$ cat config.mk
export PLATFORM = sky130hd
export DESIGN_NAME = mmm_exp_ctrl_flat
export DESIGN_NICKNAME = d
export VERILOG_FILES = /design/src/rtl/mmm_exp_ctrl_pkg.sv /design/src/rtl/mmm_exp_ctrl_if.sv /design/src/rtl/mmm_exp_ctrl_iter_counter.sv /design/src/rtl/mmm_exp_ctrl.sv /design/src/flat_wrapper.sv
export SDC_FILE = /design/constraint.sdc
export NUM_CORES = 1
export LEC_CHECK = 0
export BUFFER_PORTS_ARGS = -buffer_cell sky130_fd_sc_hd__buf_2
export CORE_UTILIZATION = 54
export CTS_CLUSTER_SIZE = 8
export DETAILED_ROUTE_END_ITERATION = 16
export PLACE_DENSITY = 0.77
export SETUP_SLACK_MARGIN = 0.02
export SYNTH_ARGS = -nofsm -noshare
export SYNTH_HDL_FRONTEND = slang
export SYNTH_SLANG_ARGS = --single-unit
$ cat constraint.sdc
create_clock -name clk -period 2.1 [get_ports clk]
set_input_delay 0.105 -clock clk [delete_from_list [all_inputs] [get_ports clk]]
set_output_delay 0.105 -clock clk [all_outputs]
set_load 0.05 [all_outputs]
$ cat src/rtl/mmm_exp_ctrl_pkg.sv
// Shared definitions for the modular-exponentiation controller.
// Holds the operand-select codes for the external A/B mux, the controller
// state encoding and the multiplier run length, so the operand mux and the
// bench decode exactly what the controller drives.
package mmm_exp_ctrl_pkg;

  // Operand-select codes: which operands the A/B mux presents to the multiplier.
  typedef enum logic [1:0] {
    OP_SQR      = 2'd0,  // A=R,    B=R
    OP_MUL      = 2'd1,  // A=R,    B=base
    OP_CONV_IN  = 2'd2,  // A=base, B=R^2 mod M
    OP_CONV_OUT = 2'd3   // A=R,    B=1
  } op_e;

  typedef enum logic [2:0] {
    ST_IDLE  = 3'd0,
    ST_SCAN  = 3'd1,
    ST_CLR   = 3'd2,
    ST_LOAD  = 3'd3,
    ST_RUN   = 3'd4,
    ST_STORE = 3'd5,
    ST_DONE  = 3'd6
  } state_e;

  // Number of RUN cycles the Montgomery multiplier needs for a w-bit operand.
  function automatic int unsigned run_len(input int unsigned w);
    return w + 2;
  endfunction

endpackage

$ cat src/rtl/mmm_exp_ctrl_if.sv
// Handshake and strobe bundle between a requester, the exponentiation
// controller and the Montgomery multiplier it sequences.
//   master : requester side  -> drives en, start, E; observes status/strobes
//   slave  : controller side -> receives en, start, E; drives
//            mmm_en, rst_mmm, ld_a, ld_r, lock, op, busy, done, exp_zero
interface mmm_exp_ctrl_if #(
  parameter int WIDTH = 4
);
  import mmm_exp_ctrl_pkg::*;

  logic             en;
  logic             start;
  logic [WIDTH-1:0] E;
  logic             mmm_en;
  logic             rst_mmm;
  logic             ld_a;
  logic             ld_r;
  logic             lock;
  op_e              op;
  logic             busy;
  logic             done;
  logic             exp_zero;

  modport master (
    output en, start, E,
    input  mmm_en, rst_mmm, ld_a, ld_r, lock, op, busy, done, exp_zero
  );

  modport slave (
    input  en, start, E,
    output mmm_en, rst_mmm, ld_a, ld_r, lock, op, busy, done, exp_zero
  );

endinterface

$ cat src/rtl/mmm_exp_ctrl_iter_counter.sv
// mmm_iter_counter: down-counter timing the multiplier RUN phase.
// Ports:
//   clk, rstb  clock, asynchronous active-low reset (count clears to 0)
//   en         global enable; count holds while low
//   load       load load_val (takes priority over dec)
//   dec        decrement by one, saturating at zero
//   load_val   value loaded on load
//   zero       high when the count is zero
module mmm_iter_counter #(
  parameter int CNT_W = 3
) (
  input  logic             clk,
  input  logic             rstb,
  input  logic             en,
  input  logic             load,
  input  logic             dec,
  input  logic [CNT_W-1:0] load_val,
  output logic             zero
);

  logic [CNT_W-1:0] itcnt;

  always_ff @(posedge clk or negedge rstb) begin
    if (!rstb) begin
      itcnt <= '0;
    end else if (en) begin
      if (load) begin
        itcnt <= load_val;
      end else if (dec && (itcnt != '0)) begin
        itcnt <= itcnt - CNT_W'(1);
      end
    end
  end

  assign zero = (itcnt == '0);

endmodule

$ cat src/rtl/mmm_exp_ctrl.sv
// mmm_exp_ctrl: left-to-right square-and-multiply sequencer for a Montgomery
// multiplier. Scans the exponent for its leading one, converts the base into
// the Montgomery domain, then issues SQR (and MUL for every set bit) per
// remaining exponent bit and finally converts out. Each multiplier operation
// is CLR -> LOAD -> RUN (WIDTH+2 cycles) -> STORE.
// Ports:
//   clk   clock (rising edge)
//   rstb  asynchronous active-low reset
//   bus   mmm_exp_ctrl_if.slave: en/start/E in; mmm_en, rst_mmm, ld_a, ld_r,
//         lock, op, busy, done, exp_zero out
module mmm_exp_ctrl
  import mmm_exp_ctrl_pkg::*;
#(
  parameter int WIDTH = 4
) (
  input  logic          clk,
  input  logic          rstb,
  mmm_exp_ctrl_if.slave bus
);

  localparam int BC_W = $clog2(WIDTH + 1);
  localparam int IC_W = $clog2(WIDTH + 3);
  localparam logic [BC_W-1:0] BC_INIT = BC_W'(WIDTH);
  // Counter runs load value down to zero inclusive, so load one less.
  localparam logic [IC_W-1:0] IC_LOAD = IC_W'(run_len(WIDTH) - 1);

  state_e           state_q, state_d;
  logic [WIDTH-1:0] ebits_q, ebits_d;
  logic [BC_W-1:0]  bitcnt_q, bitcnt_d;
  op_e              op_q, op_d;
  // Exponent bit most recently shifted out; decides whether a SQR is
  // followed by a MUL.
  logic             cur_bit_q, cur_bit_d;
  logic             exp_zero_q, exp_zero_d;
  logic             it_load, it_dec, it_zero;

  mmm_iter_counter #(
    .CNT_W (IC_W)
  ) u_iter (
    .clk      (clk),
    .rstb     (rstb),
    .en       (bus.en),
    .load     (it_load),
    .dec      (it_dec),
    .load_val (IC_LOAD),
    .zero     (it_zero)
  );

  always_ff @(posedge clk or negedge rstb) begin
    if (!rstb) begin
      state_q    <= ST_IDLE;
      ebits_q    <= '0;
      bitcnt_q   <= '0;
      op_q       <= OP_SQR;
      cur_bit_q  <= 1'b0;
      exp_zero_q <= 1'b0;
    end else begin
      state_q    <= state_d;
      ebits_q    <= ebits_d;
      bitcnt_q   <= bitcnt_d;
      op_q       <= op_d;
      cur_bit_q  <= cur_bit_d;
      exp_zero_q <= exp_zero_d;
    end
  end

  always_comb begin
    state_d    = state_q;
    ebits_d    = ebits_q;
    bitcnt_d   = bitcnt_q;
    op_d       = op_q;
    cur_bit_d  = cur_bit_q;
    exp_zero_d = exp_zero_q;
    it_load    = 1'b0;
    it_dec     = 1'b0;
    if (bus.en) begin
      unique case (state_q)
        ST_IDLE: begin
          if (bus.start) begin
            ebits_d    = bus.E;
            bitcnt_d   = BC_INIT;
            exp_zero_d = 1'b0;
            state_d    = ST_SCAN;
          end
        end
        ST_SCAN: begin
          ebits_d   = ebits_q << 1;
          bitcnt_d  = bitcnt_q - BC_W'(1);
          cur_bit_d = ebits_q[WIDTH-1];
          if (ebits_q[WIDTH-1]) begin
            op_d    = OP_CONV_IN;
            state_d = ST_CLR;
          end else if (bitcnt_q == BC_W'(1)) begin
            exp_zero_d = 1'b1;
            state_d    = ST_DONE;
          end
        end
        ST_CLR: begin
          state_d = ST_LOAD;
        end
        ST_LOAD: begin
          it_load = 1'b1;
          state_d = ST_RUN;
        end
        ST_RUN: begin
          if (it_zero) begin
            state_d = ST_STORE;
          end else begin
            it_dec = 1'b1;
          end
        end
        ST_STORE: begin
          state_d = ST_CLR;
          if (op_q == OP_CONV_OUT) begin
            state_d = ST_DONE;
          end else if ((op_q == OP_SQR) && cur_bit_q) begin
            op_d = OP_MUL;
          end else if (bitcnt_q == '0) begin
            op_d = OP_CONV_OUT;
          end else begin
            ebits_d   = ebits_q << 1;
            bitcnt_d  = bitcnt_q - BC_W'(1);
            cur_bit_d = ebits_q[WIDTH-1];
            op_d      = OP_SQR;
          end
        end
        ST_DONE: begin
          state_d = ST_IDLE;
        end
        default: begin
          state_d = ST_IDLE;
        end
      endcase
    end
  end

  // Strobes decode directly from the state register, so they freeze with it
  // when en is low and take their reset values as soon as rstb falls.
  assign bus.mmm_en   = bus.en;
  assign bus.rst_mmm  = (state_q != ST_CLR);
  assign bus.ld_a     = (state_q == ST_LOAD);
  assign bus.ld_r     = (state_q == ST_STORE);
  assign bus.lock     = (state_q != ST_STORE);
  assign bus.op       = op_q;
  assign bus.busy     = (state_q != ST_IDLE) && (state_q != ST_DONE);
  assign bus.done     = (state_q == ST_DONE);
  assign bus.exp_zero = exp_zero_q;

endmodule

$ cat src/flat_wrapper.sv
// flat-port wrapper written by rule: the top's interface ports become plain ports
module mmm_exp_ctrl_flat import mmm_exp_ctrl_pkg::*;
#(
  parameter int WIDTH = 4
)
  (clk, rstb, bus_en, bus_start, bus_E, bus_mmm_en, bus_rst_mmm, bus_ld_a, bus_ld_r, bus_lock, bus_op, bus_busy, bus_done, bus_exp_zero);
  mmm_exp_ctrl_if #(.WIDTH(WIDTH)) bus_i ();
  input  logic clk;
  input  logic rstb;
  input wire logic [$bits(bus_i.en)-1:0] bus_en;
  input wire logic [$bits(bus_i.start)-1:0] bus_start;
  input wire logic [$bits(bus_i.E)-1:0] bus_E;
  output wire logic [$bits(bus_i.mmm_en)-1:0] bus_mmm_en;
  output wire logic [$bits(bus_i.rst_mmm)-1:0] bus_rst_mmm;
  output wire logic [$bits(bus_i.ld_a)-1:0] bus_ld_a;
  output wire logic [$bits(bus_i.ld_r)-1:0] bus_ld_r;
  output wire logic [$bits(bus_i.lock)-1:0] bus_lock;
  output wire logic [$bits(bus_i.op)-1:0] bus_op;
  output wire logic [$bits(bus_i.busy)-1:0] bus_busy;
  output wire logic [$bits(bus_i.done)-1:0] bus_done;
  output wire logic [$bits(bus_i.exp_zero)-1:0] bus_exp_zero;
  assign bus_i.en = bus_en;
  assign bus_i.start = bus_start;
  assign bus_i.E = bus_E;
  assign bus_mmm_en = bus_i.mmm_en;
  assign bus_rst_mmm = bus_i.rst_mmm;
  assign bus_ld_a = bus_i.ld_a;
  assign bus_ld_r = bus_i.ld_r;
  assign bus_lock = bus_i.lock;
  assign bus_op = bus_i.op;
  assign bus_busy = bus_i.busy;
  assign bus_done = bus_i.done;
  assign bus_exp_zero = bus_i.exp_zero;
  mmm_exp_ctrl #(.WIDTH(WIDTH)) u_core (.clk(clk), .rstb(rstb), .bus(bus_i));
endmodule
==> flow_metrics.env, run 1 <==
export IMPL_cp_required_ns=2.28
export IMPL_rows=15
export IMPL_place_gp_congestion=0.7926
export IMPL_yosysTopAreaCellShare_pct=39.13
export IMPL_synth_most_common_cell="dfrtp_1"
export IMPL_drv_cap=0
export IMPL_synth_xor_area_share_pct=0.8055
export IMPL_grt_pass1_vias=720
export IMPL_finClkSkew_ns=0.01418
export IMPL_fillers=152
export IMPL_max_slew_margin_rel_pct=66.57
export IMPL_clock_path_buffers=2
export IMPL_synth_ff_type="dfrtp_1"
export IMPL_finalCritPeriodShare_pct=91.71
export IMPL_worstMarginPinSlew_ns=0.4973
export IMPL_cts_sinks=17
export IMPL_clock_latency_ns=0.30
export IMPL_worstPathArrival_ns=2.11
export IMPL_fin_setup_tns_ns=0
export IMPL_cts_setup_buffers=0
export IMPL_synth_area_leaders="dfrtp_1 39%, ha_1 5.8%, mux2_4 5.5%, nor2b_1 5.2%, mux2_2 4.1%"
export IMPL_gr_usage_all_layers_pct=21.06
export IMPL_crit_path_start_kind="flip-flop"
export IMPL_firstDrtPassIters=4
export IMPL_setup_violations=0
export IMPL_ys_seq_area_share_pct=39.13
export IMPL_syn_avg_cell_area_sq_um=10.16
export IMPL_synth_top_family_by_area="simple AND/OR/NAND/NOR gates"
export IMPL_grt_max_degree=18
export IMPL_synth_area_mux_share_pct=10.59
export IMPL_layout_nets=137
export IMPL_hold_path_class="in2reg"
export IMPL_dp_hpwl_mm=1.476
export IMPL_area_growth_pct=11.39
export IMPL_fin_ws_ns=0.1741
export IMPL_power_density_mw_per_mm2=1575
export IMPL_gr_total_overflow=0
export IMPL_antenna_found_initial=0
export IMPL_synth_nets=120
export IMPL_synth_simple_area_share_pct=21.52
export IMPL_clk_pin_slew_ns=0.12
export IMPL_utilization_pct=67.22
export IMPL_synth_fa_ha_area_share_pct=5.754
export IMPL_fin_crit_ns=1.926
export IMPL_outcome="finished, final reports clean"
export IMPL_async_reset_ff_share_pct=100.0
export IMPL_synth_compound_area_share_pct=15.42
export IMPL_core_area_sq_mm=0.001802
export IMPL_die_w_um=46.87
export IMPL_final_antenna_net_count=0
export IMPL_dpl_worst_slack_ns=0.1452
export IMPL_drive_above_1_share_pct=30.08
export IMPL_grt_pass1_wl_mm=3.222
export IMPL_root_buffer="clkbuf_4"
export IMPL_rsz0062_at_grt="no"
export IMPL_hold_viol_final=0
export IMPL_port_buffer_count=17
export IMPL_cts_tree="yes"
export IMPL_die_y_um=46.87
export IMPL_clock_fmax_ghz=0.5192
export IMPL_criticalPathCategory="reg2reg"
export IMPL_yosys_top_cells_count="17 x dfrtp_1, 9 x nor2b_1, 7 x inv_1"
export IMPL_synth_edf_count=0
export IMPL_vias_per_cell=5.777
export IMPL_ios=18
export IMPL_vias=855
export IMPL_cts_made_buffers=3
export IMPL_avgRoutedWirePerCell_um=13.21
export IMPL_drc_errors=0
export IMPL_final_max_slew_violation_count=0
export IMPL_synth_cell_types=42
export IMPL_yosysTopAreaCell="dfrtp_1"
export IMPL_yosysWarnings=0
export IMPL_htree_levels=1
export IMPL_worstSetupEndpointType="flip-flop"
export IMPL_wirelength_mm=1.955
export IMPL_max_vdd_ir_drop_v=0.0008176
export IMPL_ys_seq_elements=17
export IMPL_synth_cells=107
export IMPL_initial_utilization_pct=60.35
export IMPL_dieArea_sq_mm=0.002197
export IMPL_diodes=0
export IMPL_syn_area_sq_mm=0.001087
export IMPL_cellLeakagePower_nw=0.5393
export IMPL_path_max_fanout=7
export IMPL_drtIter0Drc=17
==> final timing paths <==
kind                                                 from                            endpoint  slack [ns]  depth (start not counted)
max reg2reg                u_core.bitcnt_q[0]$_DFFE_PN0P_       u_core.ebits_q[1]$_DFFE_PN0P_        0.17                          6
max in group asynchronous                            rstb  u_core.u_iter.itcnt[2]$_DFFE_PN0P_        1.58                          2
min                                              bus_E[3]       u_core.ebits_q[3]$_DFFE_PN0P_        0.15                          3
max                        u_core.bitcnt_q[0]$_DFFE_PN0P_       u_core.ebits_q[1]$_DFFE_PN0P_        0.17                          6
min reg2reg                  u_core.cur_bit_q$_DFFE_PN0P_        u_core.cur_bit_q$_DFFE_PN0P_        0.51                          1
min in group asynchronous                            rstb        u_core.cur_bit_q$_DFFE_PN0P_        0.24                          2
==> report_power, final <==
| group | switching (mW) | internal (mW) |
|---|---|---|
| clock network | 0.112 | 0.0725 |
| registers | 0.172 | 0.477 |
| logic | 0.618 | 0.456 |
| total | 0.903 | 1.00 |
==> area by class of cell <==
| cell class | instances | area [sq um] | area share [%] |
|---|---|---|---|
| Clock buffer | 3 | 22.52 | 1.860 |
| Multi-Input combinational cell | 75 | 588.1 | 48.55 |
| Tap cell | 25 | 31.28 | 2.583 |
| Clock inverter | 1 | 7.507 | 0.6198 |
| Timing Repair Buffer | 20 | 110.1 | 9.091 |
| Inverter | 7 | 26.28 | 2.169 |
| Sequential cell | 17 | 425.4 | 35.12 |
==> registers in the layout, summed over array words and instances, names as in the netlist <==
name / flops
u_core.state_q: 3
u_core.bus.op: 2
u_core.bus.exp_zero: 1
u_core.bitcnt_q: 3
u_core.cur_bit_q: 1
u_core.ebits_q: 4
u_core.u_iter.itcnt: 3
==> metrics by stage <==
| step | hold slack [ns] | cells | total power [mW] | instance area, sq um |
|---|---|---|---|---|
| 2_1_floorplan | -0.1906 | 107 | 1.527 | 1087 |
| 3_3_place_gp | 0.03970 | 143 | 1.692 | 1171 |
| 3_5_place_dp | 0.03800 | 143 | 1.733 | 1171 |
| 4_1_cts | 0.1510 | 148 | 1.916 | 1211 |
| 5_1_grt | 0.1469 | 148 | 2.062 | 1211 |
| 6_report | 0.1535 | 148 | 1.908 | 1211 |
==> critical path, stage by stage (launching register included) <==
cell and delay, ns:
dfrtp_1 0.37, inv_1 0.08, ha_1 0.20, nor2b_1 0.16, o31ai_2 0.27, and4bb_2 0.42
mux2_4 0.32
==> timing repair <==
item,CTS,global route
hold buffers,1,0
setup endpoints to repair,0,4
gates resized for setup,0,1
endpoints found under the hold margin,17,0
==> per-layer routing <==
layer | wire, um | vias up | track usage (%)
li1 | - | 409 | -
met1 | 909 | 413 | 29.58
met2 | 965 | 31 | 33.33
met3 | 74 | 2 | 3.462
met4 | 6 | 0 | 6.857
met5 | 0 | - | 0
==> kinds of logic after synthesis <==
logic type,Yosys count
AND/OR/NAND/NOR,38
AO/OA/AOI/OAI,22
flip-flops,17
buffers and inverters,15
multiplexers,9
adder cells (fa/ha/maj),5
XOR/XNOR,1
==> cells in the final DEF, fill, tap and decap left out, types with 2 or more instances in the layout <==
cell / Yosys / final
a21oi_1: 2 / 2
a221oi_1: 2 / 2
and2_1: 3 / 3
buf_2: 5 / 17
buf_4: 1 / 2
clkbuf_4: 0 / 3
dfrtp_1: 17 / 17
ha_1: 5 / 5
inv_1: 7 / 7
mux2_2: 4 / 4
mux2_4: 4 / 4
nand2_1: 5 / 5
nand2b_1: 2 / 2
nand3_1: 2 / 2
nor2_1: 6 / 6
nor2b_1: 9 / 9
nor3_1: 2 / 2
o211ai_1: 2 / 2
o21ai_0: 4 / 4
o22ai_1: 2 / 2
(Power assumes the default switching activity.)
==> run 2: changes to the inputs <==
- CTS_BUF_LIST: default -> sky130_fd_sc_hd__clkbuf_16
==> run 2 against run 1 <==
  * Global-route usage rose by 2.4 points
  * Final cell count did not move
  * Clock skew fell by 0.0092 ns
  * Largest cell class unchanged
  * Wire length rose by 7.0%
  * Worst setup slack got worse by 0.0049 ns
  * Via count fell by 0.23%
  * Total power rose by 12%
  * Core utilization rose by 2.9 points
  * Die area did not move
  * Fmax fell by 0.25%
  * Sequential power rose by 0.8%
  * Critical path depth did not move
==> flow_metrics.env, run 2 (synthesis gave the netlist of run 1 again) <==
export IMPL_dp_hpwl_mm=1.476
export IMPL_fin_setup_tns_ns=0
export IMPL_rsz0062_at_grt="no"
export IMPL_cts_setup_buffers=0
export IMPL_clk_pin_slew_ns=0.06
export IMPL_worstSetupEndpointType="flip-flop"
export IMPL_multiInputGateArea_sq_um=588.1
export IMPL_min_from="bus_E[3]"
export IMPL_layout_common_cells="17 x buf_2, 17 x dfrtp_1, 9 x nor2b_1"
export IMPL_vias_per_cell=5.764
export IMPL_initial_utilization_pct=60.35
export IMPL_reg2reg_from="u_core.bitcnt_q[0]$_DFFE_PN0P_"
export IMPL_cp_required_ns=2.23
export IMPL_grt_max_degree=18
export IMPL_fillers=142
export IMPL_p_int_mw=1.195
export IMPL_cts_made_buffers=3
export IMPL_crit_path_start_kind="flip-flop"
export IMPL_ios=18
export IMPL_r2r_end="u_core.ebits_q[1]$_DFFE_PN0P_"
export IMPL_r2r_worst_path_cells=6
export IMPL_wirelength_mm=2.091
export IMPL_swShare_pct=44.02
export IMPL_final_max_slew_violation_count=0
export IMPL_setup_violations=0
export IMPL_finClkSkew_ns=0.004939
export IMPL_gr_usage_all_layers_pct=23.47
export IMPL_clock_latency_ns=0.25
export IMPL_firstDrtPassIters=4
export IMPL_area_growth_pct=16.23
export IMPL_diodes=0
export IMPL_cts_tree="yes"
export IMPL_vias=853
export IMPL_place_gp_congestion=0.7926
export IMPL_power_density_mw_per_mm2=1689
export IMPL_hold_viol_final=0
export IMPL_outcome="finished, final reports clean"
export IMPL_worstPathArrival_ns=2.06
export IMPL_layout_nets=137
export IMPL_placedCellCount=143
export IMPL_hold_path_class="in2reg"
export IMPL_utilization_pct=70.14
export IMPL_grt_pass1_vias=768
export IMPL_die_w_um=46.87
export IMPL_p_clk_share_pct=18.3
export IMPL_drive_above_1_share_pct=30.08
export IMPL_rows=15
export IMPL_seqPwrFrac_pct=30.6
export IMPL_die_y_um=46.87
export IMPL_clock_path_buffers=2
export IMPL_path_max_fanout=7
export IMPL_htree_levels=1
export IMPL_dieArea_sq_mm=0.002197
export IMPL_seq_area_sq_um=425.4
export IMPL_cellLeakagePower_nw=0.5624
export IMPL_hold_depth=3
export IMPL_final_antenna_net_count=0
export IMPL_core_area_sq_mm=0.001802
export IMPL_clock_fmax_ghz=0.5179
export IMPL_criticalPathCategory="reg2reg"
export IMPL_avgRoutedWirePerCell_um=14.13
export IMPL_grt_pass1_wl_mm=3.505
export IMPL_holdPathEnd="u_core.ebits_q[3]$_DFFE_PN0P_"
export IMPL_cts_sinks=17
export IMPL_finalCritPeriodShare_pct=91.94
export IMPL_drtIter0Drc=22
export IMPL_port_buffer_count=17
export IMPL_fin_ws_ns=0.1692
export IMPL_antenna_found_initial=0
export IMPL_final_instance_count_excl_fill=148
export IMPL_max_slew_margin_rel_pct=66.31
export IMPL_root_buffer="clkbuf_16"
export IMPL_max_vdd_ir_drop_v=0.001189
export IMPL_largest_register_ffs=4
export IMPL_gr_total_overflow=0
export IMPL_p_comb_share_pct=51.1
export IMPL_drv_cap=0
export IMPL_fin_crit_ns=1.931
export IMPL_worstMarginPinSlew_ns=0.5012
export IMPL_p_sw_uw=939.4
export IMPL_drc_errors=0
export IMPL_dpl_worst_slack_ns=0.1452
export IMPL_ff2ff_setup_slack_ns=0.17
export IMPL_largest_register="u_core.ebits_q"
[run 2: final cells by class]
| type | instances | area share [%] |
|---|---|---|
| inverter | 7 | 2.079 |
| clock inverter | 1 | 0.5941 |
| timing repair buffer | 20 | 8.713 |
| clock buffer | 3 | 5.941 |
| tap | 25 | 2.475 |
| multi-input combinational | 75 | 46.53 |
| sequential | 17 | 33.66 |
[run 2: routing by layer]
metal	wire, um	global-route usage (%)	vias to the layer above
met2	1034	38.06	23
met5	0	0	-
met1	960	31.54	415
met4	42	11.43	0
met3	53	2.308	4
li1	-	-	411
[run 2: worst max-delay path by stage]
stage | start | to | slack, ns | cells past startpoint
after global routing | u_core.bitcnt_q[0]$_DFFE_PN0P_ | u_core.ebits_q[1]$_DFFE_PN0P_ | 0.09 | 6
after global placement | u_core.bitcnt_q[0]$_DFFE_PN0P_ | u_core.ebits_q[3]$_DFFE_PN0P_ | 0.23 | 6
after CTS | u_core.bitcnt_q[0]$_DFFE_PN0P_ | u_core.ebits_q[1]$_DFFE_PN0P_ | 0.1 | 6
after floorplan | u_core.state_q[0]$_DFFE_PN0P_ | bus_done | 0.14 | 3
after detailed placement | u_core.bitcnt_q[0]$_DFFE_PN0P_ | u_core.ebits_q[1]$_DFFE_PN0P_ | 0.15 | 6
final | u_core.bitcnt_q[0]$_DFFE_PN0P_ | u_core.ebits_q[1]$_DFFE_PN0P_ | 0.17 | 6
[run 2: stage by stage]
stage	hold WS [ns]	instance area, sq um	total power [mW]
after floorplan	-0.1906	1087	1.527
after global placement	0.03970	1171	1.692
after detailed placement	0.03800	1171	1.733
after CTS	0.2152	1264	2.140
after global routing	0.2217	1264	2.292
final	0.2111	1264	2.134
[run 2: power groups by stage]
stage	logic, mW	clock network, mW	registers, mW
3_5_place_dp	1.08	0	0.654
5_1_grt	1.21	0.407	0.676
3_3_place_gp	1.05	0	0.646
2_1_floorplan	0.891	0	0.636
6_report	1.09	0.390	0.654
4_1_cts	1.10	0.393	0.650
[run 2: critical path, cell delays in order (launching register included)]
cell and delay, ns:
dfrtp_1 0.36, inv_1 0.09, ha_1 0.20, nor2b_1 0.16, o31ai_2 0.27, and4bb_2 0.42, mux2_4 0.32
[run 2: repair_timing]
item,4_1_cts,5_1_grt
hold endpoints to repair,17,0
resized for setup,0,1
hold buffers,1,0
setup endpoints to repair,0,4
